==> src/rtl/dual_port_ram_2p.sv <==
// Purpose: 1-write/2-read RAM, port 0 read/write and port 1 read-only, with registered read data on both ports.
// Latency: 1 cycle from address/enable to data; a write is visible to either port on the following edge.
// Backpressure: none; every enabled cycle completes in one clock, and a disabled port holds its output.
module dual_port_ram_2p #(
    parameter int addr_width = 4,
    parameter int data_width = 8,
    parameter int depth      = 16
) (
    input  logic                  clk,
    input  logic                  rst_n,
    input  logic                  wr_en,
    input  logic [data_width-1:0] data_in,
    input  logic [addr_width-1:0] addr_in_0,
    input  logic [addr_width-1:0] addr_in_1,
    input  logic                  port_en_0,
    input  logic                  port_en_1,
    output logic [data_width-1:0] data_out_0,
    output logic [data_width-1:0] data_out_1
);

    localparam logic [addr_width:0] depth_lim = depth[addr_width:0];

    logic [data_width-1:0] mem [depth];
    logic                  in_range_0;
    logic                  in_range_1;

    // One spare bit keeps the compare meaningful when depth == 2**addr_width.
    assign in_range_0 = {1'b0, addr_in_0} < depth_lim;
    assign in_range_1 = {1'b0, addr_in_1} < depth_lim;

    always_ff @(posedge clk) begin
        if (!rst_n) begin
            for (int i = 0; i < depth; i++) begin
                mem[i] <= '0;
            end
            data_out_0 <= '0;
            data_out_1 <= '0;
        end else begin
            if (port_en_0) begin
                if (wr_en) begin
                    if (in_range_0) begin
                        mem[addr_in_0] <= data_in;
                    end
                end else begin
                    data_out_0 <= in_range_0 ? mem[addr_in_0] : '0;
                end
            end
            // Non-blocking write above means a same-address read here sees the old word.
            if (port_en_1) begin
                data_out_1 <= in_range_1 ? mem[addr_in_1] : '0;
            end
        end
    end

endmodule

==> config.mk <==
export PLATFORM = sky130hd
export DESIGN_NAME = dual_port_ram_2p
export DESIGN_NICKNAME = d
export VERILOG_FILES = /design/src/rtl/dual_port_ram_2p.sv
export SDC_FILE = /design/constraint.sdc
export NUM_CORES = 1
export LEC_CHECK = 0
export ABC_AREA = 1
export BUFFER_PORTS_ARGS = -buffer_cell sky130_fd_sc_hd__buf_4
export CORE_AREA = 5 5 121 123
export CTS_CLUSTER_SIZE = 40
export DETAILED_ROUTE_END_ITERATION = 12
export DIE_AREA = 0 0 126 128
export GPL_ROUTABILITY_DRIVEN = 0
export PLACE_DENSITY_LB_ADDON = 0.1
export SETUP_SLACK_MARGIN = 0.15
export SLEW_MARGIN = 30
export SYNTH_ARGS = -nofsm -noshare
export SYNTH_HDL_FRONTEND = slang
export SYNTH_SLANG_ARGS = --single-unit
==> constraint.sdc <==
create_clock -name clk -period 1.6 [get_ports clk]
set_input_delay 0 -clock clk [delete_from_list [all_inputs] [get_ports clk]]
set_output_delay 0 -clock clk [all_outputs]
set_load 0.03 [all_outputs]
* Word-level counts from Yosys, hierarchy flattened
Memories as Yosys holds them, arrays and structs flattened. A register that Yosys moved wholly into a read port is not among the register bits.
Index checks and enable logic that the tools add are counted.
** Word-level totals
- Flip-flop bits (word level) :: 0
- Bits in writable memories :: 128
- Input bits :: 21
- Output and inout bits :: 16
- Logic and storage cells :: 14
- Memories kept :: 1
** Cells by class
- Mux-type cells :: 8
- Bitwise operators :: 1
- Reductions and logical operators :: 4
** Memory list
- mem :: words 16, width 8, rd ports 2, clocked after memory_dff 2, wr ports 16, RTL line 23 : logic [data_width-1:0] mem [depth];
** Operators by type and width (count)
- $mux 8 :: 1
- $reduce_or 8->1 :: 1
- $mux 1 :: 6
- $mux 4 :: 1
- $logic_not 1->1 :: 2
- $reduce_and 2->1 :: 1
- $not 1->1 :: 1

* Longest topological paths before layout
Gate-level depths: netlist of run 1.
- Depth in word-level cells :: 6
- Gate-level depth with buffers :: 10
- Mapped depth without buffers :: 9

* Worst setup path after synthesis of run 1
OpenSTA, ideal clock, no wires.
- Path kind :: input to register
- Start point :: input rst_n
- End point :: memory mem[13][0], enable pin
- Setup time :: 329 ps
- Arrival :: 936 ps
- Data required time :: 1271 ps
- Setup slack :: 335 ps
- Stages :: 5
- Path buffers :: 1
- Path through :: buf_2 -> nand3_2 -> nor3_2 -> nand2_1 -> nand2_1
** RTL lines
- start: declaration :: RTL line 10 : input logic rst_n,
- end: declaration :: RTL line 23

==> results of run 1 <==
[final cells by class]
| type | count | area [sq um] |
|---|---|---|
| repair buffers | 83 | 653.1 |
| fillers | 1201 | 4756 |
| inverters | 28 | 105.1 |
| clock buffers | 17 | 425.4 |
| well taps | 180 | 225.2 |
| multi-input cells | 733 | 3037 |
| flip-flops and latches | 144 | 4164 |
| clock inverters | 14 | 192.7 |
[report_power, final]
group	leakage, nW	total (mW)	switching (mW)	internal [mW]
clock	0.285	4.18	1.59	2.59
combinational	2.20	1.14	0.789	0.351
sequential	1.35	4.47	0.163	4.31
[sequential cells by signal (all words and copies together), names as in the netlist]
name and count:
data_out_1 8, data_out_0 8, mem 128
[cells in the mapped netlist]
master	instances	area share (%)
nand2_1	386	19
nor2_1	166	8.2
nand3_1	136	9.0
edfxtp_1	128	51
buf_2	26	1.7
clkbuf_1	26	1.3
inv_1	24	1.2
dfxtp_1	16	4.2
o21ai_0	10	0.66
a21oi_1	8	0.53
nand2_2	8	0.66
nand4_1	8	0.66
o21ai_1	6	0.40
inv_2	4	0.20
buf_1	3	0.15
nor3_4	2	0.43
buf_4	1	0.099
buf_6	1	0.15
nand3_2	1	0.13
nor2_4	1	0.15
nor3_2	1	0.13
[logic make-up (layout without fill, tap and decap cells)]
family | Yosys count | count (layout) | share of synthesized area (%)
buffers and inverters | 85 | 142 | 4.797
DFF | 144 | 144 | 55.05
AOI/OAI and AO/OA | 24 | 24 | 1.588
and+or+nand+nor | 709 | 709 | 38.56
[metal layers]
layer  vias to the layer above  global-route usage [%]  part of all wire, %
met5                         -                       0                    0
met4                         0                   11.99                  3.9
met3                        94                   6.917                   11
met2                       497                   45.04                   44
met1                      3206                   41.97                   41
li1                       3225                       -                    -
[critical path: stages, from the launching register on]
cell and delay [ns]:
edfxtp_1 0.40, nand2_1 0.09, a21oi_1 0.09, o21ai_1 0.30, nand3_1 0.13, nor2_1 0.11, nor2_1 0.04
[per-stage QoR]
stage               hold WS, ns  instance area (sq um)  power [mW]
detailed placement       0.3809                   8164       5.638
CTS                     0.07893                   8802       9.764
floorplan                0.2690                   7564       5.185
global placement         0.3794                   8164       5.640
global route             0.1208                   8802       10.06
finish                  0.08974                   8802       9.789
[worst min path at each step]
| stage | endpoint | cells after the start | startpoint | slack [ns] |
|---|---|---|---|---|
| detailed placement | data_out_1[1] | 4 | port_en_1 | 0.38 |
| finish | data_out_0[3] | 6 | wr_en | 0.09 |
| CTS | data_out_0[1] | 6 | wr_en | 0.08 |
| global placement | data_out_1[1] | 5 | addr_in_1[3] | 0.38 |
| floorplan | data_out_0[0] | 4 | wr_en | 0.27 |
| global route | mem[10][1] | 4 | data_in[1] | 0.12 |
[timing repair]
action,CTS,global route
resized for setup,0,1
setup endpoints to repair,0,1
hold buffers,2,0
hold endpoints to repair,8,0
==> results.py, run 1 <==
metrics = {
    "outcome": {
        "status": "complete, no violations",
    },
    "placement": {
        "dp_cells": 1166,
        "io_buffers": 36,
        "place_hpwl_mm": 16.07,
        "dp_slack_ns": 0.09740,
    },
    "power": {
        "leakage_nw": 3.831,
        "vdd_drop_max_mv": 1.025,
        "power_density_mw_per_mm2": 1112,
    },
    "sta": {
        "fmaxAchievable_mhz": 795.0,
        "finalCritPeriodShare_pct": 78.62,
        "timing.final.crit_period_ns": 1.258,
        "slew_headroom_pct": 49.86,
        "finalWorstSetupSlack_ns": 0.3421,
        "final_max_slew_viol_count": 0,
        "worstMarginPinSlew_ns": 0.7504,
        "hold_violations": 0,
        "grt_setup_unrepaired": "false",
        "setup_viol": 0,
        "tns_ns": 0,
        "fin_skew_ns": 0.008935,
    },
    "floorplanning": {
        "core-area_sq_mm": 0.01356,
        "die_h_um": 128,
        "io_pins": 37,
        "die_w_um": 126,
        "initial_core_util_pct": 55.79,
        "fp.dieArea_sq_mm": 0.01613,
        "num_rows": 43,
    },
    "yosys": {
        "netlist_area_sq_mm": 0.007564,
        "syn_area_per_cell_sq_um": 7.862,
        "yosys_warnings": 0,
        "ys_types": 21,
        "syn-instance-count": 962,
        "synth-seq-cells": 144,
        "syn-num-nets": 983,
        "yosysSeqAreaShare_pct": 55.05,
    },
    "critical_path": {
        "worstReg2RegEnd": "data_out_0[3]",
        "r2r_setup_slack_ns": 0.34,
        "arrival_ns": 1.58,
        "cp_max_fo": 2,
        "r2r_cells": 6,
        "cp.required_ns": 1.93,
        "critical_path_class": "flop to flop",
        "startpoint_type": "flop",
        "endpoint_kind": "flop",
        "critPathCapture": "data_out_0[3]",
        "cp-startpoint": "mem[5][3]",
        "r2r_start": "mem[5][3]",
    },
    "route": {
        "wirelength_mm": 23.70,
        "drt_pass1_iterations": 8,
        "remaining_drc_errors": 0,
        "ant_nets": 0,
        "via_per_inst": 5.857,
        "drt-wirelength-per-cell_um": 19.76,
        "drt_iter0_markers": 1302,
        "vias": 7022,
    },
    "cts": {
        "clk_pin_slew_ns": 0.06,
        "cts_buffers": 17,
        "root_buffer": "clkbuf_16",
        "clk_path_buf_depth": 2,
        "post_cts_buffers": 0,
        "cts_tree": "done",
        "htreeDepth": 4,
        "worst_skew_pair.late_latency_ns": 0.44,
        "clock-sinks": 144,
    },
    "global_routing": {
        "antenna_found_initial": 0,
        "grt_pass1_wl_mm": 35.94,
        "grt_pass1_vias": 6373,
        "grt-ovfl-total": 0,
        "grt_max_degree": 35,
        "grt_usage_pct": 29.81,
    },
    "hold_path": {
        "hold_class": "primary input to flop",
    },
    "finish": {
        "antenna_cells": 0,
        "layout-drive-gt1-share_pct": 12.56,
        "final_cell_mix": "nand2_1, nor2_1, nand3_1",
        "layout_commonest_cell": "nand2_1",
        "layout.nets": 1028,
        "area_growth_pct": 16.38,
        "post-route-util_pct": 64.92,
        "final-instance-count-excl-fill": 1199,
    },
    "flow_run": {
        "max_cap_violations": 0,
    },
}
No activity file was read; power rests on OpenSTA's default activity.
==> inputs of run 2 (changes only) <==
- CORE_AREA: 5 5 121 123 -> 5 5 123 125
- DIE_AREA: 0 0 126 128 -> 0 0 128 130
- clock period: 1.6 -> 1.05 ns (I/O delays scaled with it)
==> run 2 against run 1 <==
Register-to-register slack got worse by 0.48 ns; first-iteration DRC count increased by 6.1%; via count increased by 4.6%; the flow now finishes with violations (setup timing); largest cell class unchanged; clock power increased by 42%; hold slack got worse by 0.054 ns; sequential power increased by 53%; critical path type unchanged; non-clock buffer count increased by 40; flip-flop and latch count unchanged; design area increased by 13%; critical path depth increased by 2.
==> results.py, run 2 (same netlist as run 1, synthesis figures left out) <==
metrics = {
    "sta": {
        "slew_headroom_pct": 75.77,
        "worstMarginPinSlew_ns": 0.3631,
        "fin_skew_ns": 0.009704,
        "holdWs_ns": 0.03535,
        "finalCritPeriodShare_pct": 113.4,
        "setup_viol": 16,
        "hold_violations": 0,
        "finalWorstSetupSlack_ns": -0.1410,
        "timing.final.crit_period_ns": 1.191,
        "final_max_slew_viol_count": 0,
        "fmaxAchievable_mhz": 839.6,
        "grt_setup_unrepaired": "true",
    },
    "power": {
        "p_sw_share_pct": 27.62,
        "comb_power_share_pct": 15.0,
        "power_density_mw_per_mm2": 1512,
        "p_int_mw": 10.87,
        "switching_power_mw": 4.149,
        "p_seq_share_pct": 45.5,
        "leakage_nw": 4.367,
        "vdd_drop_max_mv": 1.243,
        "pwr-share-clk_pct": 39.5,
    },
    "critical_path": {
        "cp.required_ns": 1.39,
        "worstReg2RegEnd": "data_out_1[5]",
        "endpoint_kind": "flop",
        "startpoint_type": "flop",
        "r2r_start": "mem[9][5]",
        "r2r_setup_slack_ns": -0.14,
        "r2r_cells": 8,
        "cp.depth": 8,
        "critPathMostFrequentCell": "nand2_1",
        "arrival_ns": 1.53,
        "cp_max_fo": 2,
        "cp-startpoint": "mem[9][5]",
        "crit_chain": "nand2_1 -> nand3_2 -> nand3_2 -> nand2_1 -> nand2_1 -> nand3_1 -> nand2_1 -> inv_1",
        "cpMaxStageDelayCell": "edfxtp_1",
        "cp_top_family": "simple AND/OR/NAND/NOR gates",
        "slowest_delay_ns": 0.43,
        "critPathCapture": "data_out_1[5]",
        "critical_path_class": "flop to flop",
        "path_buf_inv": 1,
    },
    "global_routing": {
        "grt_pass1_wl_mm": 38.36,
        "grt-ovfl-total": 0,
        "grt_usage_pct": 31.12,
        "grt_pass1_vias": 6707,
        "grt_max_degree": 34,
        "antenna_found_initial": 0,
    },
    "cts": {
        "cts_tree": "done",
        "worst_skew_pair.late_latency_ns": 0.44,
        "cts_buffers": 17,
        "root_buffer": "clkbuf_16",
        "clk_path_buf_depth": 2,
        "clk_pin_slew_ns": 0.06,
        "clock-sinks": 144,
        "htreeDepth": 4,
    },
    "route": {
        "remaining_drc_errors": 0,
        "drt_pass1_iterations": 7,
        "wirelength_mm": 25.26,
        "via_per_inst": 5.930,
        "drt_iter0_markers": 1381,
        "vias": 7347,
        "drt-wirelength-per-cell_um": 20.39,
        "ant_nets": 0,
    },
    "floorplanning": {
        "initial_core_util_pct": 54.91,
        "io_pins": 37,
        "fp.dieArea_sq_mm": 0.01664,
        "die_w_um": 128,
        "core-area_sq_mm": 0.01377,
        "die_h_um": 130,
        "num_rows": 43,
    },
    "hold_path": {
        "hold_class": "primary input to flop",
        "hold_depth": 4,
        "hold_start": "rst_n",
    },
    "finish": {
        "layout-drive-gt1-share_pct": 29.93,
        "layout.nets": 1068,
        "largest_register": "mem",
        "largest_register_ff_count": 128,
        "area_growth_pct": 31.33,
        "final_cell_mix": "nand2_1, nor2_1, edfxtp_1",
        "reg_top3": "mem x128, data_out_0 x8, data_out_1 x8",
        "antenna_cells": 0,
        "layout_commonest_cell": "nand2_1",
        "final-instance-count-excl-fill": 1239,
    },
    "placement": {
        "dp_slack_ns": -0.2031,
        "io_buffers": 36,
        "dp_cells": 1200,
        "place_hpwl_mm": 17.12,
    },
    "flow_run": {
        "max_cap_violations": 0,
    },
    "outcome": {
        "violations": "setup timing",
        "status": "finished with violations",
    },
}
## run 2: how the worst min path moves through the flow
stage / endpoint
after global placement: data_out_1[3]
after global routing: data_out_0[5]
final: data_out_0[5]
after floorplan: data_out_0[3]
after detailed placement: data_out_1[3]
after CTS: data_out_0[5]
## run 2: worst register-to-register path, cell delays in order, from the launching register on
cell and delay [ns]:
edfxtp_1 0.43, nand2_1 0.12, nand3_2 0.08, nand3_2 0.13, nand2_1 0.08, nand2_1 0.08, nand3_1 0.07, nand2_1 0.06
inv_1 0.03
## run 2: layer usage
| metal | global-route usage (%) | part of all wire (%) | vias to the layer above |
|---|---|---|---|
| met5 | 0 | 0 | - |
| met4 | 13.30 | 4.7 | 0 |
| met3 | 7.245 | 13 | 100 |
| met2 | 45.63 | 43 | 547 |
| met1 | 44.64 | 39 | 3387 |
| li1 | - | - | 3313 |
## run 2: cell type report
cell class | count | area, sq um
clock buffer | 18 | 429.2
clock inverter | 13 | 140.1
fill | 1061 | 3840
inverter | 28 | 105.1
multi-input combinational | 733 | 3647
sequential | 144 | 4183
tap | 180 | 225.2
timing repair buffer | 123 | 1204
## run 2: what timing repair did
| item | in CTS | in global routing |
|---|---|---|
| pin swaps | 58 | 75 |
| hold endpoints to repair | 11 | 0 |
| endpoints found under the setup margin | 32 | 32 |
| gates resized for setup | 86 | 58 |
| hold buffers | 3 | 0 |
| setup buffers | 1 | 4 |
## run 2: power groups by stage
stage	Clock, mW	Sequential, mW	Combinational [mW]
CTS	5.97	6.81	2.07
global placement	0	6.91	1.92
detailed placement	0	6.90	1.93
floorplan	0	6.88	1.08
finish	5.94	6.83	2.25
global route	6.24	6.85	2.40
## run 2: metrics by stage
| step | TNS (ns) | cell area [sq um] | power, mW | utilization, % |
|---|---|---|---|---|
| detailed placement | -28.92 | 8761 | 8.831 | 63.61 |
| floorplan | -7.206 | 7756 | 7.962 | - |
| global route | -2.468 | 9933 | 15.50 | 72.12 |
| CTS | -0.8354 | 9672 | 14.85 | 70.22 |
| global placement | -25.03 | 8761 | 8.824 | 63.61 |
| finish | -1.425 | 9933 | 15.02 | 72.12 |
